==> src/rtl/seg7_scan_display.sv <==
// rtl/seg7_scan_display.sv - 8-digit multiplexed seven-segment scanner with per-frame snapshot
// Brightness PWM within each digit slot, leading-zero blanking and decimal-point mask.
module seg7_scan_display #(
  parameter int DIV   = 100000,
  parameter int CNT_W = 17
) (
  input  logic        clk,
  input  logic        CLR,
  input  logic [31:0] display,
  input  logic [7:0]  dp_en,
  input  logic [2:0]  brightness,
  input  logic        blank_lz,
  output logic [7:0]  AN,
  output logic [6:0]  SEG,
  output logic        DP,
  output logic        frame_done
);

  localparam int               SLOT     = DIV / 8;
  localparam int               TH_W     = CNT_W + 4;
  localparam logic [CNT_W-1:0] CNT_LAST = CNT_W'(DIV - 1);

  logic [CNT_W-1:0] cnt;
  logic [2:0]       idx;

  logic [31:0]      sh_word;
  logic [7:0]       sh_dp;
  logic [2:0]       sh_bright;
  logic             sh_blz;

  logic             slot_end;
  logic             frame_end;

  logic [3:0]       nibble;
  logic [7:0]       zero_from;
  logic             lz_blank;
  logic [TH_W-1:0]  thresh;
  logic             lit;

  logic [7:0]       an_d;
  logic [6:0]       seg_d;
  logic             dp_d;

  function automatic logic [6:0] hex7(input logic [3:0] v);
    logic [6:0] s;
    case (v)
      4'h0:    s = 7'b1000000;
      4'h1:    s = 7'b1111001;
      4'h2:    s = 7'b0100100;
      4'h3:    s = 7'b0110000;
      4'h4:    s = 7'b0011001;
      4'h5:    s = 7'b0010010;
      4'h6:    s = 7'b0000010;
      4'h7:    s = 7'b1111000;
      4'h8:    s = 7'b0000000;
      4'h9:    s = 7'b0010000;
      4'hA:    s = 7'b0001000;
      4'hB:    s = 7'b0000011;
      4'hC:    s = 7'b1000110;
      4'hD:    s = 7'b0100001;
      4'hE:    s = 7'b0000110;
      default: s = 7'b0001110;
    endcase
    return s;
  endfunction

  assign slot_end  = (cnt == CNT_LAST);
  assign frame_end = slot_end && (idx == 3'd7);

  always_ff @(posedge clk or negedge CLR) begin
    if (!CLR) begin
      cnt <= '0;
      idx <= '0;
    end else begin
      cnt <= slot_end ? '0 : cnt + CNT_W'(1);
      if (slot_end)
        idx <= idx + 3'd1;
    end
  end

  // The shadow is only loaded on the last cycle of a frame, so a digit never tears.
  always_ff @(posedge clk or negedge CLR) begin
    if (!CLR) begin
      sh_word   <= '0;
      sh_dp     <= '0;
      sh_bright <= '0;
      sh_blz    <= 1'b0;
    end else if (frame_end) begin
      sh_word   <= display;
      sh_dp     <= dp_en;
      sh_bright <= brightness;
      sh_blz    <= blank_lz;
    end
  end

  always_comb begin
    nibble       = sh_word[{idx, 2'b00} +: 4];
    zero_from    = '0;
    zero_from[7] = (sh_word[31:28] == 4'h0);
    for (int i = 6; i >= 0; i--)
      zero_from[i] = zero_from[i+1] && (sh_word[4*i +: 4] == 4'h0);
    lz_blank = sh_blz && (idx != 3'd0) && zero_from[idx];
    thresh   = (TH_W'(sh_bright) + TH_W'(1)) * TH_W'(SLOT);
    lit      = (TH_W'(cnt) < thresh) && !lz_blank;
  end

  always_comb begin
    an_d  = 8'hFF;
    seg_d = 7'h7F;
    dp_d  = 1'b1;
    if (lit) begin
      an_d  = ~(8'b1 << idx);
      seg_d = hex7(nibble);
      dp_d  = ~sh_dp[idx];
    end
  end

  // Every output is registered: no input reaches a pin combinationally.
  always_ff @(posedge clk or negedge CLR) begin
    if (!CLR) begin
      AN         <= 8'hFF;
      SEG        <= 7'h7F;
      DP         <= 1'b1;
      frame_done <= 1'b0;
    end else begin
      AN         <= an_d;
      SEG        <= seg_d;
      DP         <= dp_d;
      frame_done <= frame_end;
    end
  end

endmodule

==> config.mk <==
export PLATFORM = sky130hd
export DESIGN_NAME = seg7_scan_display
export DESIGN_NICKNAME = d
export VERILOG_FILES = /design/src/rtl/seg7_scan_display.sv
export SDC_FILE = /design/constraint.sdc
export NUM_CORES = 1
export LEC_CHECK = 0
export ABC_AREA = 1
export CAP_MARGIN = 20
export CORE_UTILIZATION = 50
export CTS_BUF_LIST = sky130_fd_sc_hd__clkbuf_4
export CTS_CLUSTER_DIAMETER = 50
export DETAILED_ROUTE_END_ITERATION = 8
export HOLD_SLACK_MARGIN = 0.03
export MAX_ROUTING_LAYER = met4
export PLACE_DENSITY = 0.73
export SETUP_SLACK_MARGIN = 0.05
export SLEW_MARGIN = 20
export SYNTH_ARGS = -nofsm -noshare
export SYNTH_HDL_FRONTEND = slang
export SYNTH_SLANG_ARGS = --single-unit
==> constraint.sdc <==
create_clock -name clk -period 11.2 [get_ports clk]
set_input_delay 1.12 -clock clk [delete_from_list [all_inputs] [get_ports clk]]
set_output_delay 1.12 -clock clk [all_outputs]
set_load 0.005 [all_outputs]
**Word-level counts from Yosys, hierarchy flattened**

Memories as Yosys holds them, arrays and structs flattened.
Index checks and enable logic that the tools add are counted.

- Register bits: 81
- Memory bits (read-only): 112
- Bits of input ports: 46
- Output and inout bits: 17
- Word-level logic and storage cells: 52
- Memories: 1

Memory list:

| name | depth | bits a word | read ports | clocked after memory_dff | wr ports | RTL line | RTL |
|---|---|---|---|---|---|---|---|
| (no name shown) | 16 | 7 | 1 | 0 | 0 | 46 | `case (v)` |

- $add $sub $neg: 3
- $mul: 1
- Magnitude comparators: 2
- Equality and inequality tests: 2
- Shift-type cells: 2
- Mux-type cells: 8
- Bitwise gates (word level): 2
- Reductions and logical operators: 21

Operators with widths:

| kind | number |
|---|---|
| $logic_not A4 Y1 | 8 |
| $shiftx A32 B6 Y4 | 1 |
| $lt A17 B18 Y1 | 1 |
| $add A17 B1 Y17 const B | 1 |
| $eq A17 B17 Y1 const B | 1 |
| $mux W17 | 1 |
| $mul A4 B12 Y16 const B | 1 |
| $logic_and A1 B1 Y1 | 11 |
| $mux W8 | 1 |
| $not A8 Y8 | 1 |
| $shl A1 B3 Y8 const A | 1 |
| $mux W7 | 1 |
| $bmux W1 S3 | 2 |
| $add A3 B1 Y4 const B | 1 |
| $lt A3 B4 Y1 const B | 1 |
| $add A3 B1 Y3 const B | 1 |
| $eq A3 B3 Y1 const B | 1 |
| $mux W1 | 3 |
| $reduce_bool A3 Y1 | 1 |
| $logic_not A1 Y1 | 1 |
| $not A1 Y1 | 1 |

**Depth between registers and ports, before layout**

- Depth after elaboration: 14
- Gate-level depth with buffers: 25
- Depth with buffers taken out: 24

**Least setup slack after synthesis**

OpenSTA, ideal clock, no wires.

- Path kind: register -> register
- From: register sh_bright[0]
- To: register SEG[2]
- Setup time: 0.083 ns
- Data arrival time: 3.576 ns
- Required time: 11.117 ns
- Setup slack: 7.541 ns
- Stages on the path, launching flop included: 19
- Path buffers: 1
- Clock period less this slack: 3.659 ns
- Path through: dfrtp_1 -> inv_2 -> ha_1 -> ha_1 -> ha_1 -> ha_1 -> a21oi_1 -> o21ai_0 -> a21oi_1 -> o21ai_0 -> xor2_1 -> ha_1 -> a21oi_1 -> nor2_1 -> a211oi_1 -> nor2_1 -> nor2_4 -> buf_6 -> nand3_2

- Longest elaborated chain between the ends: 5

Ends and longest elaborated chain:

| element | RTL line | RTL |
|---|---|---|
| start: declaration | 28 | `logic [2:0] sh_bright;` |
| start signal: assignment | 91 | `sh_bright <= brightness;` |
| $add A3 B1 Y4 | 103 | `thresh = (TH_W'(sh_bright) + TH_W'(1)) * TH_W'(SLOT);` |
| $mul A4 B12 Y16 | 103 |  |
| $lt A17 B18 Y1 | 104 | `lit = (TH_W'(cnt) < thresh) && !lz_blank;` |
| $logic_and A1 B1 Y1 | 104 |  |
| $mux W7 | 111 | `if (lit) begin` |
| named net seg_d[2] | 41 | `logic [6:0] seg_d;` |
| end signal: assignment | 127 | `SEG <= seg_d;` |
| end: declaration | 14 | `output logic [6:0] SEG,` |

The timed path passes the listed nets, and every way through them passes these cells.
A chain may end at the register's enable or synchronous reset.

**Final worst setup path**

- From: register sh_bright[0]
- To: register AN[0]

- Longest elaborated chain between the ends: 5

Ends and longest elaborated chain:

| element | RTL line | RTL |
|---|---|---|
| $add A3 B1 Y4 | 103 |  |
| $mul A4 B12 Y16 | 103 |  |
| $lt A17 B18 Y1 | 104 |  |
| $logic_and A1 B1 Y1 | 104 |  |
| $mux W8 | 111 |  |
| named net an_d[0] | 40 | `logic [7:0] an_d;` |
| end signal: assignment | 126 | `AN <= an_d;` |
| end: declaration | 13 | `output logic [7:0] AN,` |

The timed path passes the listed nets, and every way through them passes these cells.

==> impl_metrics.json <==
{
  "synthTopCellsByArea": "dfrtp_1, ha_1, nand2_1",
  "antenna_found_initial": 0,
  "hold_viol": 0,
  "synthArstFlopShare_pct": 100,
  "finalSetupViolCount": 0,
  "grt_pass1_vias": 4260,
  "clkPwrFrac_pct": 33.3,
  "h-tree-depth": 3,
  "crit_path_max_incr_delay_ps": 530,
  "wl_microns": 11200,
  "yosysMostFrequentCell": "nand2_1",
  "synthFlopType": "dfrtp_1",
  "cts-buffers-inserted": 9,
  "root_buffer": "clkbuf_4",
  "cp.required_ps": 11560,
  "power_density_nw_per_um2": 84.3,
  "drc_errors": 0,
  "cts_buffer_depth": 2,
  "coreArea_sq_um": 9950,
  "clock_sinks": 81,
  "synth_area_sq_um": 5220,
  "critPathSlowestCell": "dfrtp_1",
  "synth.net_count": 749,
  "switching_share_pct": 23.2,
  "drt_iter0_markers": 316,
  "fin_setup_tns_ps": 0,
  "synth_cells": 661,
  "clk_latency_ps": 450,
  "grt_pass1_wl_microns": 19500,
  "finClkSkew_ps": 13.1,
  "post-cts-setup-buffers": 0,
  "post-route-period-util_pct": 37.9,
  "diodes": 0,
  "switchingPower_uw": 119,
  "via_per_inst": 5.07,
  "dp_hpwl_microns": 8370,
  "crit_start": "sh_bright[0]",
  "grt_usage_pct": 22.9,
  "peakVddDrop_mv": 0.0727,
  "ys_warn_count": 0,
  "num-nets-final": 806,
  "hp-start": "sh_dp[6]",
  "drtPass1Iterations": 5,
  "place.gp.congestion": 0.844,
  "synthTopCellsByCount": "nand2_1, inv_1, dfrtp_1",
  "seq_area_frac_synth_pct": 39.2,
  "cp_common_cell": "ha_1",
  "synth.avg_cell_area_sq_um": 7.90,
  "clk_pin_slew_ps": 130,
  "path_max_fanout": 16,
  "portBuffers": 62,
  "gr-total-overflow": 0,
  "slew_headroom_pct": 46.8,
  "yosysTopAreaCell": "dfrtp_1",
  "pwr-share-comb_pct": 7.6,
  "ys_seq_elements": 81,
  "io_pins": 63,
  "criticalPathCategory": "reg -> reg",
  "cts_tree": "yes",
  "worst_pin_slew_ps": 798,
  "status": "complete, no violations",
  "critPathBufInv": 1,
  "ant_nets": 0,
  "cts_resized": 0,
  "ctsHoldBuffers": 0,
  "r2r-start": "sh_bright[0]",
  "netlist.area_leader.share_pct": 31.2,
  "die_w_microns": 104,
  "cp_top_family": "adder cells",
  "hold_path.class": "reg -> reg",
  "start_util_pct": 52.5,
  "die_h_microns": 104,
  "rows": 36,
  "critPathCaptureType": "flip-flop",
  "drive_above_1_share_pct": 8.58,
  "crit_chain": "inv_2 > ha_1 > ha_1 > ha_1 > ha_1 > a21oi_1 > o21ai_0 > a21oi_1 > o21ai_0 > xor2_1 > ha_1 > a21oi_1 > nor2_1 > a211oi_1 > nor2_1 > nor2_4 > nand3_1",
  "drv_slew": 0,
  "die_area_sq_um": 10900,
  "area_growth_pct": 16.2,
  "wl_per_cell_microns": 13.1,
  "grt_max_degree": 82,
  "vias": 4336,
  "static-leakage-power_uw": 0.00353,
  "seqPwrFrac_pct": 59.1,
  "intPower_uw": 393,
  "final.min_clock_period_ps": 4240,
  "cp-start-kind": "flip-flop",
  "cap_violations": 0,
  "timing.critical_path.arrival_ps": 4600,
  "rsz0062_at_grt": "false",
  "ys_types": 36,
  "synth_edf_count": 0,
  "power_uw": 511,
  "fmax_mhz": 236
}
==> sequential cells by signal, summed over array words and instances (netlist names) <==
register    cells
sh_word        32
cnt            17
AN              8
sh_dp           8
SEG             7
idx             3
sh_bright       3
DP              1
frame_done      1
sh_blz          1
==> cell usage in the layout, fill, tap and decap left out, types with 2 or more instances in the layout <==
cell type        count
o211ai_1             8
xor2_1              11
clkbuf_4            11
nor3_1               3
dfstp_2             16
buf_4                2
a21oi_1             22
clkinv_2             4
xnor2_1              2
nand2_1            140
o21bai_1             3
nand2_4              3
ha_1                42
nand4_1             12
dfrtp_1             65
mux2i_1             21
nand3_2             11
clkdlybuf4s50_1     61
nor2_1              41
nand3_1             46
o21ai_1             23
clkinv_1             2
inv_2                5
nor2_4               3
o21ai_0             30
nand2_2              2
inv_1              122
nor4_1               3
==> worst paths after layout <==
kind / end / slack (ps) / cells after the start
worst max-delay path: AN[0] / 6960 / 17
worst max register to register: AN[0] / 6960 / 17
worst min-delay path: sh_dp[6] / 500 / 2
worst min register to register: sh_dp[6] / 500 / 2
max in group asynchronous: AN[6] / 9960 / 2
min in group asynchronous: sh_word[14] / 610 / 1
==> logic make-up (layout without fill, tap and decap cells) <==
logic type / Yosys count / in the layout / share of synthesized area (%)
multiplexers: 21 / 21 / 4.03
AO/OA/AOI/OAI: 89 / 89 / 9.23
AND/OR/NAND/NOR: 268 / 268 / 23.9
adder cells (fa/ha/maj): 42 / 42 / 10.1
buffers and inverters: 147 / 209 / 11.4
flip-flops: 81 / 81 / 39.2
XOR/XNOR: 13 / 13 / 2.18
==> worst reg2reg max path, stage by stage, from the launching register on <==
cell      delay [ps]
dfrtp_1          530
inv_2            160
ha_1             390
ha_1             320
ha_1             290
ha_1             350
a21oi_1           90
o21ai_0          270
a21oi_1          100
o21ai_0          220
xor2_1           210
ha_1             270
a21oi_1          130
nor2_1            60
a211oi_1         170
nor2_1           100
nor2_4           360
nand3_1          150
==> cell type report <==
type                            instances  area, sq um
Timing Repair Buffer                   64          653
Inverter                              129          487
Clock inverter                          5         47.5
Fill cell                             883         3890
Multi-Input combinational cell        433         2580
Clock buffer                           11         82.6
Tap cell                              133          166
Sequential cell                        81         2050
==> per-layer routing <==
metal / wire, microns / vias to the layer above / global-route usage, %
li1: - / 2222 / -
met4: 170 / 0 / 7.45
met2: 5240 / 102 / 36.6
met5: 0 / - / -
met1: 5340 / 1992 / 29.3
met3: 423 / 20 / 4.51
==> power by group through the flow <==
stage,Combinational (uW),Clock (uW),Sequential (uW)
6_report,38.7,170,302
5_1_grt,43.2,190,303
4_1_cts,38.1,173,302
3_5_place_dp,37.9,0,308
3_3_place_gp,37.0,0,308
2_1_floorplan,10.6,0,307
==> stage by stage <==
| step | setup WS, ps | hold WS [ps] | cell area (sq um) | instances | utilization, % |
|---|---|---|---|---|---|
| floorplan | 7540 | 451 | 5220 | 661 | - |
| CTS | 6940 | 506 | 6040 | 855 | 60.6 |
| global placement | 7180 | 469 | 5910 | 839 | 59.3 |
| global route | 6710 | 530 | 6060 | 856 | 60.9 |
| detailed placement | 6960 | 475 | 5910 | 839 | 59.3 |
| finish | 6960 | 499 | 6060 | 856 | 60.9 |
Note: power is estimated with default switching activity, not from simulation.
